$ cat config.mk
export PLATFORM = sky130hd
export DESIGN_NAME = regfile_scoreboard_flat
export DESIGN_NICKNAME = d
export VERILOG_FILES = /design/src/rtl/regfile_scoreboard_if.sv /design/src/rtl/regfile_scoreboard.sv /design/src/flat_wrapper.sv
export SDC_FILE = /design/constraint.sdc
export NUM_CORES = 1
export LEC_CHECK = 0
export CAP_MARGIN = 20
export CORE_UTILIZATION = 36
export DETAILED_ROUTE_END_ITERATION = 16
export DONT_BUFFER_PORTS = 1
export PLACE_DENSITY = 0.46
export SKIP_CTS_REPAIR_TIMING = 1
export SLEW_MARGIN = 20
export SYNTH_ARGS = -nofsm -noshare
export SYNTH_HDL_FRONTEND = slang
export SYNTH_SLANG_ARGS = --single-unit
$ cat constraint.sdc
create_clock -name clk -period 5 [get_ports clk]
set_clock_uncertainty 0.05 [all_clocks]
set_input_delay 1 -clock clk [delete_from_list [all_inputs] [get_ports clk]]
set_output_delay 1 -clock clk [all_outputs]
set_load 0.05 [all_outputs]
$ cat src/rtl/regfile_scoreboard_if.sv
// Decode/writeback bundle of the register-file scoreboard.
// The master side is the pipeline; the slave side is the scoreboard.
interface regfile_scoreboard_if;
  logic        id_valid;
  logic [4:0]  id_rs1;
  logic [4:0]  id_rs2;
  logic [4:0]  id_rd;
  logic        id_uses_rs1;
  logic        id_uses_rs2;
  logic        id_regwrite;
  logic        id_longlat;
  logic        id_flush;
  logic        wb_valid;
  logic [4:0]  wb_rd;
  logic        stall;
  logic [31:0] busy;
  logic [2:0]  pending_cnt;
  logic        err_underflow;

  modport master (
    output id_valid, id_rs1, id_rs2, id_rd, id_uses_rs1, id_uses_rs2,
           id_regwrite, id_longlat, id_flush, wb_valid, wb_rd,
    input  stall, busy, pending_cnt, err_underflow
  );

  modport slave (
    input  id_valid, id_rs1, id_rs2, id_rd, id_uses_rs1, id_uses_rs2,
           id_regwrite, id_longlat, id_flush, wb_valid, wb_rd,
    output stall, busy, pending_cnt, err_underflow
  );
endinterface

$ cat src/rtl/regfile_scoreboard.sv
// Pending-write scoreboard for long-latency register writes with RAW/WAW/capacity stall.
// Optional macro SCOREBOARD_BYPASS_EN lets a same-cycle writeback release dependents immediately.
module regfile_scoreboard #(
  parameter int MAX_PEND = 4
) (
  input logic                 clk,
  input logic                 reset,
  regfile_scoreboard_if.slave sb
);

  localparam logic [2:0] MAX_CNT = 3'(MAX_PEND);

  logic [31:0] busy_r;
  logic [2:0]  cnt_r;
  logic        err_r;

  logic [31:0] eb_s;
  logic        clr_s;
  logic        underflow_s;
  logic        rd_nz_s;
  logic        raw_s;
  logic        waw_s;
  logic        full_s;
  logic        stall_s;
  logic        issue_s;
  logic [31:0] busy_nxt_s;
  logic [2:0]  cnt_nxt_s;
  logic        err_nxt_s;

  // One-hot mask of a register index; x0 never maps to a bit.
  function automatic logic [31:0] onehot_nz(input logic [4:0] idx);
    logic [31:0] m;
    m = 32'd0;
    if (idx != 5'd0) begin
      m[idx] = 1'b1;
    end else begin
      m = 32'd0;
    end
    return m;
  endfunction

  // Busy lookup with x0 always reading as free.
  function automatic logic bit_at(input logic [31:0] vec, input logic [4:0] idx);
    return (idx != 5'd0) & vec[idx];
  endfunction

  // Hazard detection and issue qualification for the instruction in decode.
  always_comb begin
    clr_s       = sb.wb_valid & bit_at(busy_r, sb.wb_rd);
    underflow_s = sb.wb_valid & (sb.wb_rd != 5'd0) & ~busy_r[sb.wb_rd];
`ifdef SCOREBOARD_BYPASS_EN
    eb_s = clr_s ? (busy_r & ~onehot_nz(sb.wb_rd)) : busy_r;
`else
    eb_s = busy_r;
`endif
    rd_nz_s = (sb.id_rd != 5'd0);
    raw_s   = (sb.id_uses_rs1 & bit_at(eb_s, sb.id_rs1)) |
              (sb.id_uses_rs2 & bit_at(eb_s, sb.id_rs2));
    waw_s   = sb.id_regwrite & rd_nz_s & eb_s[sb.id_rd];
    full_s  = sb.id_longlat & sb.id_regwrite & rd_nz_s & (cnt_r == MAX_CNT) & ~clr_s;
    stall_s = sb.id_valid & ~sb.id_flush & (raw_s | waw_s | full_s);
    issue_s = sb.id_valid & ~sb.id_flush & ~stall_s & sb.id_regwrite &
              sb.id_longlat & rd_nz_s;
  end

  // Next-state for busy bits, pending count and sticky error; a set beats a clear.
  always_comb begin
    busy_nxt_s = busy_r;
    cnt_nxt_s  = cnt_r;
    err_nxt_s  = err_r | underflow_s;
    if (clr_s) begin
      busy_nxt_s = busy_nxt_s & ~onehot_nz(sb.wb_rd);
    end else begin
      busy_nxt_s = busy_nxt_s;
    end
    if (issue_s) begin
      busy_nxt_s = busy_nxt_s | onehot_nz(sb.id_rd);
    end else begin
      busy_nxt_s = busy_nxt_s;
    end
    busy_nxt_s[0] = 1'b0;
    case ({issue_s, clr_s})
      2'b10: begin
        if (cnt_r < MAX_CNT) begin
          cnt_nxt_s = cnt_r + 3'd1;
        end else begin
          cnt_nxt_s = cnt_r;
        end
      end
      2'b01: begin
        if (cnt_r != 3'd0) begin
          cnt_nxt_s = cnt_r - 3'd1;
        end else begin
          cnt_nxt_s = cnt_r;
        end
      end
      default: cnt_nxt_s = cnt_r;
    endcase
  end

  // Scoreboard state registers with synchronous reset.
  always_ff @(posedge clk) begin
    if (reset) begin
      busy_r <= 32'd0;
      cnt_r  <= 3'd0;
      err_r  <= 1'b0;
    end else begin
      busy_r <= busy_nxt_s;
      cnt_r  <= cnt_nxt_s;
      err_r  <= err_nxt_s;
    end
  end

  assign sb.stall         = stall_s;
  assign sb.busy          = busy_r;
  assign sb.pending_cnt   = cnt_r;
  assign sb.err_underflow = err_r;

endmodule

$ cat src/flat_wrapper.sv
// flat-port wrapper written by rule: the top's interface ports become plain ports
module regfile_scoreboard_flat 
#(
  parameter int MAX_PEND = 4
)
  (clk, reset, sb_id_valid, sb_id_rs1, sb_id_rs2, sb_id_rd, sb_id_uses_rs1, sb_id_uses_rs2, sb_id_regwrite, sb_id_longlat, sb_id_flush, sb_wb_valid, sb_wb_rd, sb_stall, sb_busy, sb_pending_cnt, sb_err_underflow);
  regfile_scoreboard_if sb_i ();
  input logic clk;
  input logic reset;
  input wire logic [$bits(sb_i.id_valid)-1:0] sb_id_valid;
  input wire logic [$bits(sb_i.id_rs1)-1:0] sb_id_rs1;
  input wire logic [$bits(sb_i.id_rs2)-1:0] sb_id_rs2;
  input wire logic [$bits(sb_i.id_rd)-1:0] sb_id_rd;
  input wire logic [$bits(sb_i.id_uses_rs1)-1:0] sb_id_uses_rs1;
  input wire logic [$bits(sb_i.id_uses_rs2)-1:0] sb_id_uses_rs2;
  input wire logic [$bits(sb_i.id_regwrite)-1:0] sb_id_regwrite;
  input wire logic [$bits(sb_i.id_longlat)-1:0] sb_id_longlat;
  input wire logic [$bits(sb_i.id_flush)-1:0] sb_id_flush;
  input wire logic [$bits(sb_i.wb_valid)-1:0] sb_wb_valid;
  input wire logic [$bits(sb_i.wb_rd)-1:0] sb_wb_rd;
  output wire logic [$bits(sb_i.stall)-1:0] sb_stall;
  output wire logic [$bits(sb_i.busy)-1:0] sb_busy;
  output wire logic [$bits(sb_i.pending_cnt)-1:0] sb_pending_cnt;
  output wire logic [$bits(sb_i.err_underflow)-1:0] sb_err_underflow;
  assign sb_i.id_valid = sb_id_valid;
  assign sb_i.id_rs1 = sb_id_rs1;
  assign sb_i.id_rs2 = sb_id_rs2;
  assign sb_i.id_rd = sb_id_rd;
  assign sb_i.id_uses_rs1 = sb_id_uses_rs1;
  assign sb_i.id_uses_rs2 = sb_id_uses_rs2;
  assign sb_i.id_regwrite = sb_id_regwrite;
  assign sb_i.id_longlat = sb_id_longlat;
  assign sb_i.id_flush = sb_id_flush;
  assign sb_i.wb_valid = sb_wb_valid;
  assign sb_i.wb_rd = sb_wb_rd;
  assign sb_stall = sb_i.stall;
  assign sb_busy = sb_i.busy;
  assign sb_pending_cnt = sb_i.pending_cnt;
  assign sb_err_underflow = sb_i.err_underflow;
  regfile_scoreboard #(.MAX_PEND(MAX_PEND)) u_core (.clk(clk), .reset(reset), .sb(sb_i));
endmodule
Yosys cells after proc, flatten, opt, wreduce, memory -nomap -nowiden
Cells that the tools add are included.
{"block": "classes", "n_eq_ne": 5, "addsub": 2, "n_reduce_logical": 9, "n_mux": 21, "order_cmp": 7, "n_bitwise": 31}
{"op": "$mux W32", "count": 6}
{"op": "$and A32 B32 Y32", "count": 1}
{"op": "$not A32 Y32", "count": 1}
{"op": "$or A32 B32 Y32", "count": 1}
{"op": "$lt A5 B6 Y1 const B", "count": 4}
{"op": "$and A1 B1 Y1", "count": 20}
{"op": "$bmux W1 S5", "count": 4}
{"op": "$reduce_bool A5 Y1", "count": 4}
{"op": "$demux W1 S5", "count": 2}
{"op": "$ge A5 B1 Y1 const B", "count": 2}
{"op": "$mux W1", "count": 6}
{"op": "$mux W3", "count": 2}
{"op": "$pmux W3 S2", "count": 1}
{"op": "$ne A2 B1 Y1 const B", "count": 2}
{"op": "$not A1 Y1", "count": 4}
{"op": "$or A1 B1 Y1", "count": 4}
{"op": "$add A3 B1 Y3 const B", "count": 1}
{"op": "$eq A3 B3 Y1 const B", "count": 1}
{"op": "$lt A3 B3 Y1 const B", "count": 1}
{"op": "$reduce_and A3 Y1", "count": 1}
{"op": "$reduce_bool A3 Y1", "count": 1}
{"op": "$sub A3 B1 Y3 const B", "count": 1}
{"op": "$eq A2 B1 Y1 const B", "count": 1}
{"op": "$eq A2 B2 Y1 const B", "count": 1}
{"op": "other kinds (2)", "count": 3}
{"block": "word_totals", "ff_bits": 36, "output_inout_bits": 37, "in_bits": 29}

Logic depth before layout (Yosys ltp)
{"block": "logic_depth", "word_depth": 16, "depth_mapped": 15, "mapped_depth_nobuf": 13}

Least setup slack after synthesis
OpenSTA, ideal clock, no wires.
{"block": "synth_timing", "path_kind": "input to register", "startpoint": "input port sb_id_rs1[2]", "endpoint": "register u_core.cnt_r[2], in the netlist u_core.sb.pending_cnt[2]", "required_time_ps": 4880, "arrival_ps": 4001, "setup_slack_ps": 879, "setup_ps": 70, "path_buffers": 1, "stages": 14, "path_cell_list": "clkbuf_1 > mux4_2 > mux2_2 > nand4_1 > nand3_1 > a311oi_4 > nand3_1 > ha_1 > xor2_1 > ha_1 > a21oi_1 > xor2_1 > or3_1 > a21oi_1"}
{"block": "synth_via", "elab_chain_cells": 16}
{"element": "from (decl)", "line": "flat_wrapper.sv:11", "text": "input wire logic [$bits(sb_i.id_rs1)-1:0] sb_id_rs1;"}
{"element": "$bmux W1 S5", "line": "regfile_scoreboard.sv:44", "text": "return (idx != 5'd0) & vec[idx];"}
{"element": "$mux W1 (implied by the code)", "line": "regfile_scoreboard.sv:44"}
{"element": "$and A1 B1 Y1 *", "line": "regfile_scoreboard.sv:44"}
{"element": "$and A1 B1 Y1 *", "line": "regfile_scoreboard.sv:57", "text": "raw_s = (sb.id_uses_rs1 & bit_at(eb_s, sb.id_rs1)) |"}
{"element": "$or A1 B1 Y1 *", "line": "regfile_scoreboard.sv:57"}
{"element": "$or A1 B1 Y1 * (2 in a row)", "line": "regfile_scoreboard.sv:61", "text": "stall_s = sb.id_valid & ~sb.id_flush & (raw_s | waw_s | full_s);"}
{"element": "$and A1 B1 Y1 *", "line": "regfile_scoreboard.sv:61"}
{"element": "$not A1 Y1 *", "line": "regfile_scoreboard.sv:62", "text": "issue_s = sb.id_valid & ~sb.id_flush & ~stall_s & sb.id_regwrite &"}
{"element": "$and A1 B1 Y1 * (3 in a row)", "line": "regfile_scoreboard.sv:62"}
{"element": "$and A1 B1 Y1 *", "line": "regfile_scoreboard.sv:63", "text": "sb.id_longlat & rd_nz_s;"}
{"element": "$eq A2 B1 Y1 / $eq A2 B2 Y1 (equally long branches)", "line": "regfile_scoreboard.sv:82", "text": "case ({issue_s, clr_s})"}
{"element": "$ne A2 B1 Y1 (no source line) / $reduce_bool A2 Y1 (equally long branches)"}
{"element": "$reduce_and A3 Y1 (no source line)"}
{"element": "to (signal assigned)", "line": "regfile_scoreboard.sv:109", "text": "cnt_r <= cnt_nxt_s;"}
{"element": "to (decl)", "line": "regfile_scoreboard.sv:14", "text": "logic [2:0] cnt_r;"}
Every way passes the cells marked *; elsewhere a longest branch is shown, timed or not. The select of a mux whose other input is x is not followed.
A chain may end at the register's enable or synchronous reset.

Worst setup path in the final report
{"block": "layout_timing", "startpoint": "input port sb_id_rs2[0]", "endpoint": "output port sb_stall"}
{"block": "layout_via", "elab_chain_cells": 8}
{"element": "from (decl)", "line": "flat_wrapper.sv:12", "text": "input wire logic [$bits(sb_i.id_rs2)-1:0] sb_id_rs2;"}
{"element": "$bmux W1 S5", "line": "regfile_scoreboard.sv:44"}
{"element": "$mux W1 (implied by the code)", "line": "regfile_scoreboard.sv:44"}
{"element": "$and A1 B1 Y1 *", "line": "regfile_scoreboard.sv:44"}
{"element": "$and A1 B1 Y1 *", "line": "regfile_scoreboard.sv:58", "text": "(sb.id_uses_rs2 & bit_at(eb_s, sb.id_rs2));"}
{"element": "$or A1 B1 Y1 *", "line": "regfile_scoreboard.sv:57"}
{"element": "$or A1 B1 Y1 * (2 in a row)", "line": "regfile_scoreboard.sv:61"}
{"element": "$and A1 B1 Y1 *", "line": "regfile_scoreboard.sv:61"}
{"element": "to (decl)", "line": "flat_wrapper.sv:21", "text": "output wire logic [$bits(sb_i.stall)-1:0] sb_stall;"}
Marks and branches as above.

==> impl_metrics.py <==
metrics = {
    "synth": {
        "syn_area_um2": 2890,
        "synthArstFlopShare_pct": 0,
        "synth-edff-count": 0,
        "synth_cell_type_count": 63,
        "syn-instance-count": 307,
        "yosysSeqAreaShare_pct": 24.3,
        "synth_nets": 340,
        "yosysWarnings": 0,
        "synth-main-ff-cell": "dfxtp_1",
        "syn_avg_cell_area_um2": 9.40,
        "ys_ff_latch": 35,
    },
    "grt": {
        "grt_pass1_vias": 2701,
        "grt.total_usage_pct": 25.0,
        "antenna_found_initial": 0,
        "grt_pass1_wl_um": 15600,
        "gr-total-overflow": 0,
        "grt_start_max_net_pins": 33,
    },
    "sta": {
        "max_freq_mhz": 245,
        "setup_violations": 0,
        "slew_violations": 0,
        "hold_viol": 0,
        "min_period_ns": 4.08,
        "tns_ns": 0,
        "rsz0062_at_grt": "false",
        "timing.final.ws_setup_ns": 0.922,
        "tightest_slew_ns": 0.979,
        "post-route-period-util_pct": 81.6,
        "slew_headroom_pct": 34.7,
    },
    "worst_setup_path": {
        "cp.required_ns": 3.95,
        "reg2reg_to": "u_core.sb.pending_cnt[2]",
        "crit_arrival_ns": 3.03,
        "worst_setup_path_start_kind": "input pin",
        "critPathKind": "input pin to output port",
        "r2r.worst_path.cells": 13,
        "critPathMaxFanout": 11,
        "crit_path_cell_trace": "mux4_1 > mux2_4 > a21oi_2 > o21ai_2 > a311oi_4 > nand2_1 > and3b_1",
        "cp_top_family": "multiplexers",
        "r2r_start": "u_core.sb.busy[17]",
        "worst-path-buf-inv": 0,
        "cpMaxStageDelayCell": "mux4_1",
        "max_stage_delay_ns": 0.52,
        "cp-end-kind": "output port",
        "r2r_slack_ns": 1.14,
    },
    "clock_network": {
        "clk_latency_ns": 0.28,
        "cts_root_buf": "clkbuf_8",
        "clock_tree.buffer_depth": 2,
        "cts_made_buffers": 5,
        "cts.reportedPaths.clkPinSlew_ns": 0.07,
        "h-tree-depth": 2,
        "cts_tree": "yes",
        "cts_sinks": 35,
    },
    "placed_design": {
        "place_inst": 385,
        "dpl_cell_area_um2": 2890,
        "preCtsSetupSlack_ns": 0.778,
        "port_buffers": 0,
        "hpwlAfterDp_um": 7360,
        "finalWeightedCongestion": 0.853,
    },
    "pwr": {
        "p_per_area_nw_per_um2": 192,
        "seqPwrFrac_pct": 51.2,
        "power.leakage_nw": 0.967,
        "p_sw_mw": 0.152,
        "power_frac_clock_pct": 36.7,
        "swShare_pct": 26.6,
        "power.internal_mw": 0.420,
        "pwr-share-comb_pct": 12.1,
        "vdd_drop_max_mv": 0.0746,
    },
    "final_layout": {
        "final_nets": 323,
        "final_area_um2": 2980,
        "drive_gt1_share_pct": 17.6,
        "stdcell_count": 392,
        "areaGrowthSynthToFinish_pct": 3.08,
        "diodes": 0,
    },
    "floorplan": {
        "rows": 32,
        "num_io_pins": 66,
        "initial_utilization_pct": 37.4,
        "die_area_um2": 8380,
        "chipHeight_um": 91.5,
        "core_area_um2": 7730,
        "die_w_um": 91.5,
    },
    "hold_path": {
        "whs_endpoint": "u_core.sb.pending_cnt[2]",
        "min_from": "reset",
        "hold_path_class": "input pin to flop",
        "hold_depth": 1,
    },
    "routing": {
        "ant_nets": 0,
        "wire_per_inst_um": 25.8,
        "wirelength_um": 10100,
        "drt-pass1-iter-count": 4,
        "drt-initial-drc-count": 199,
        "vias_per_cell": 6.54,
        "vias": 2564,
        "drcViolationCount": 0,
    },
    "job": {
        "maxCapViolations": 0,
    },
    "status": {
        "outcome": "completed",
    },
}
==> worst max-delay path by stage <==
stage,start,to,slack [ns],cells after the start
2_1_floorplan,sb_id_rs1[2],u_core.sb.pending_cnt[2],0.88,14
3_3_place_gp,sb_id_rs2[0],u_core.sb.pending_cnt[2],0.85,13
3_5_place_dp,sb_id_rs2[0],u_core.sb.pending_cnt[2],0.78,13
4_1_cts,sb_id_rs2[0],sb_stall,0.91,7
5_1_grt,sb_id_rs2[0],sb_stall,0.84,7
6_report,sb_id_rs2[0],sb_stall,0.92,7
==> power groups by stage <==
stage	Sequential [mW]	Clock, mW	Combinational (mW)
2_1_floorplan	0.298	0	0.0772
3_3_place_gp	0.300	0	0.0689
3_5_place_dp	0.300	0	0.0688
4_1_cts	0.293	0.216	0.0692
5_1_grt	0.293	0.224	0.0748
6_report	0.293	0.210	0.0695
==> layout make-up <==
class / instances / area, um^2
inverters: 7 / 26.3
clock buffers: 6 / 82.6
multi-input cells: 241 / 2030
flip-flops and latches: 35 / 701
clock inverters: 1 / 5.00
fillers: 795 / 4750
well taps: 102 / 128
==> cells in the final DEF (no fill, tap or decap), types with 2 or more instances in the layout <==
cell	instances
mux2_2	10
or3b_1	3
o311ai_0	7
mux4_2	16
mux2i_1	22
nand3b_1	6
nor3_1	5
o21ai_0	14
nand4_1	4
and3_1	2
dfxtp_1	35
ha_1	4
xor2_1	2
nor3b_1	3
nand3_2	2
nand3_1	8
clkbuf_8	6
a21oi_1	3
inv_1	6
nor4b_1	2
o22ai_1	3
o211ai_1	23
nand2_1	19
nand4_4	2
o211ai_2	2
nor2_1	12
o21a_1	2
a22oi_1	3
o21ai_1	21
nor2b_1	12
==> cell usage after synthesis, drive strengths merged, types with 2 or more instances <==
| cell type | number | share of area [%] |
|---|---|---|
| a22oi | 3 | 0.78 |
| mux4 | 17 | 13 |
| buf | 10 | 2.6 |
| mux2i | 22 | 7.6 |
| o21ai | 36 | 6.4 |
| clkbuf | 14 | 1.8 |
| o211ai | 25 | 6.8 |
| xor2 | 2 | 0.61 |
| inv | 7 | 0.91 |
| nand2 | 19 | 2.5 |
| nor3b | 3 | 0.78 |
| o311ai | 7 | 2.1 |
| ha | 4 | 1.7 |
| a21oi | 4 | 0.82 |
| nand3b | 6 | 1.6 |
| dfxtp | 35 | 24 |
| o22ai | 3 | 0.65 |
| nor2 | 13 | 2.0 |
| and3 | 3 | 0.82 |
| nor2b | 12 | 2.6 |
| mux2 | 11 | 4.4 |
| nand3 | 10 | 2.1 |
| nor4b | 3 | 1.1 |
| or3b | 3 | 0.91 |
| o21a | 2 | 0.52 |
| nand4 | 6 | 2.3 |
| a311oi | 2 | 1.2 |
| nor3 | 5 | 0.87 |
==> state kept, by name (all words and copies together) (netlist names) <==
| register | flops |
|---|---|
| u_core.sb.pending_cnt | 3 |
| u_core.sb.err_underflow | 1 |
| u_core.sb.busy | 31 |
==> through the flow <==
stage | utilization [%] | hold WS [ns] | power (mW)
floorplan | - | 0.687 | 0.375
global placement | 37.4 | 0.724 | 0.368
detailed placement | 37.4 | 0.729 | 0.369
global route | 38.5 | 0.713 | 0.592
finish | 38.5 | 0.727 | 0.573
CTS | 38.5 | 0.721 | 0.579
==> metal layers <==
layer	vias up	GRT usage, %	wire length (um)
li1	1168	-	-
met1	1262	32.2	4170
met2	120	40.0	4720
met3	14	6.20	1040
met4	0	9.92	190
met5	-	0	0
==> kinds of logic after synthesis <==
group / count (synthesis) / synth area share (%)
xor gates and xnor gates: 2 / 0.607
and+or+nand+nor: 87 / 18.6
other: 1 / 0.130
DFF: 35 / 24.3
muxes: 50 / 25.4
adders and majority gates: 4 / 1.73
buffers and inverters: 31 / 5.29
AOI/OAI and AO/OA: 97 / 23.9
Power figures use the tool's default switching activity.
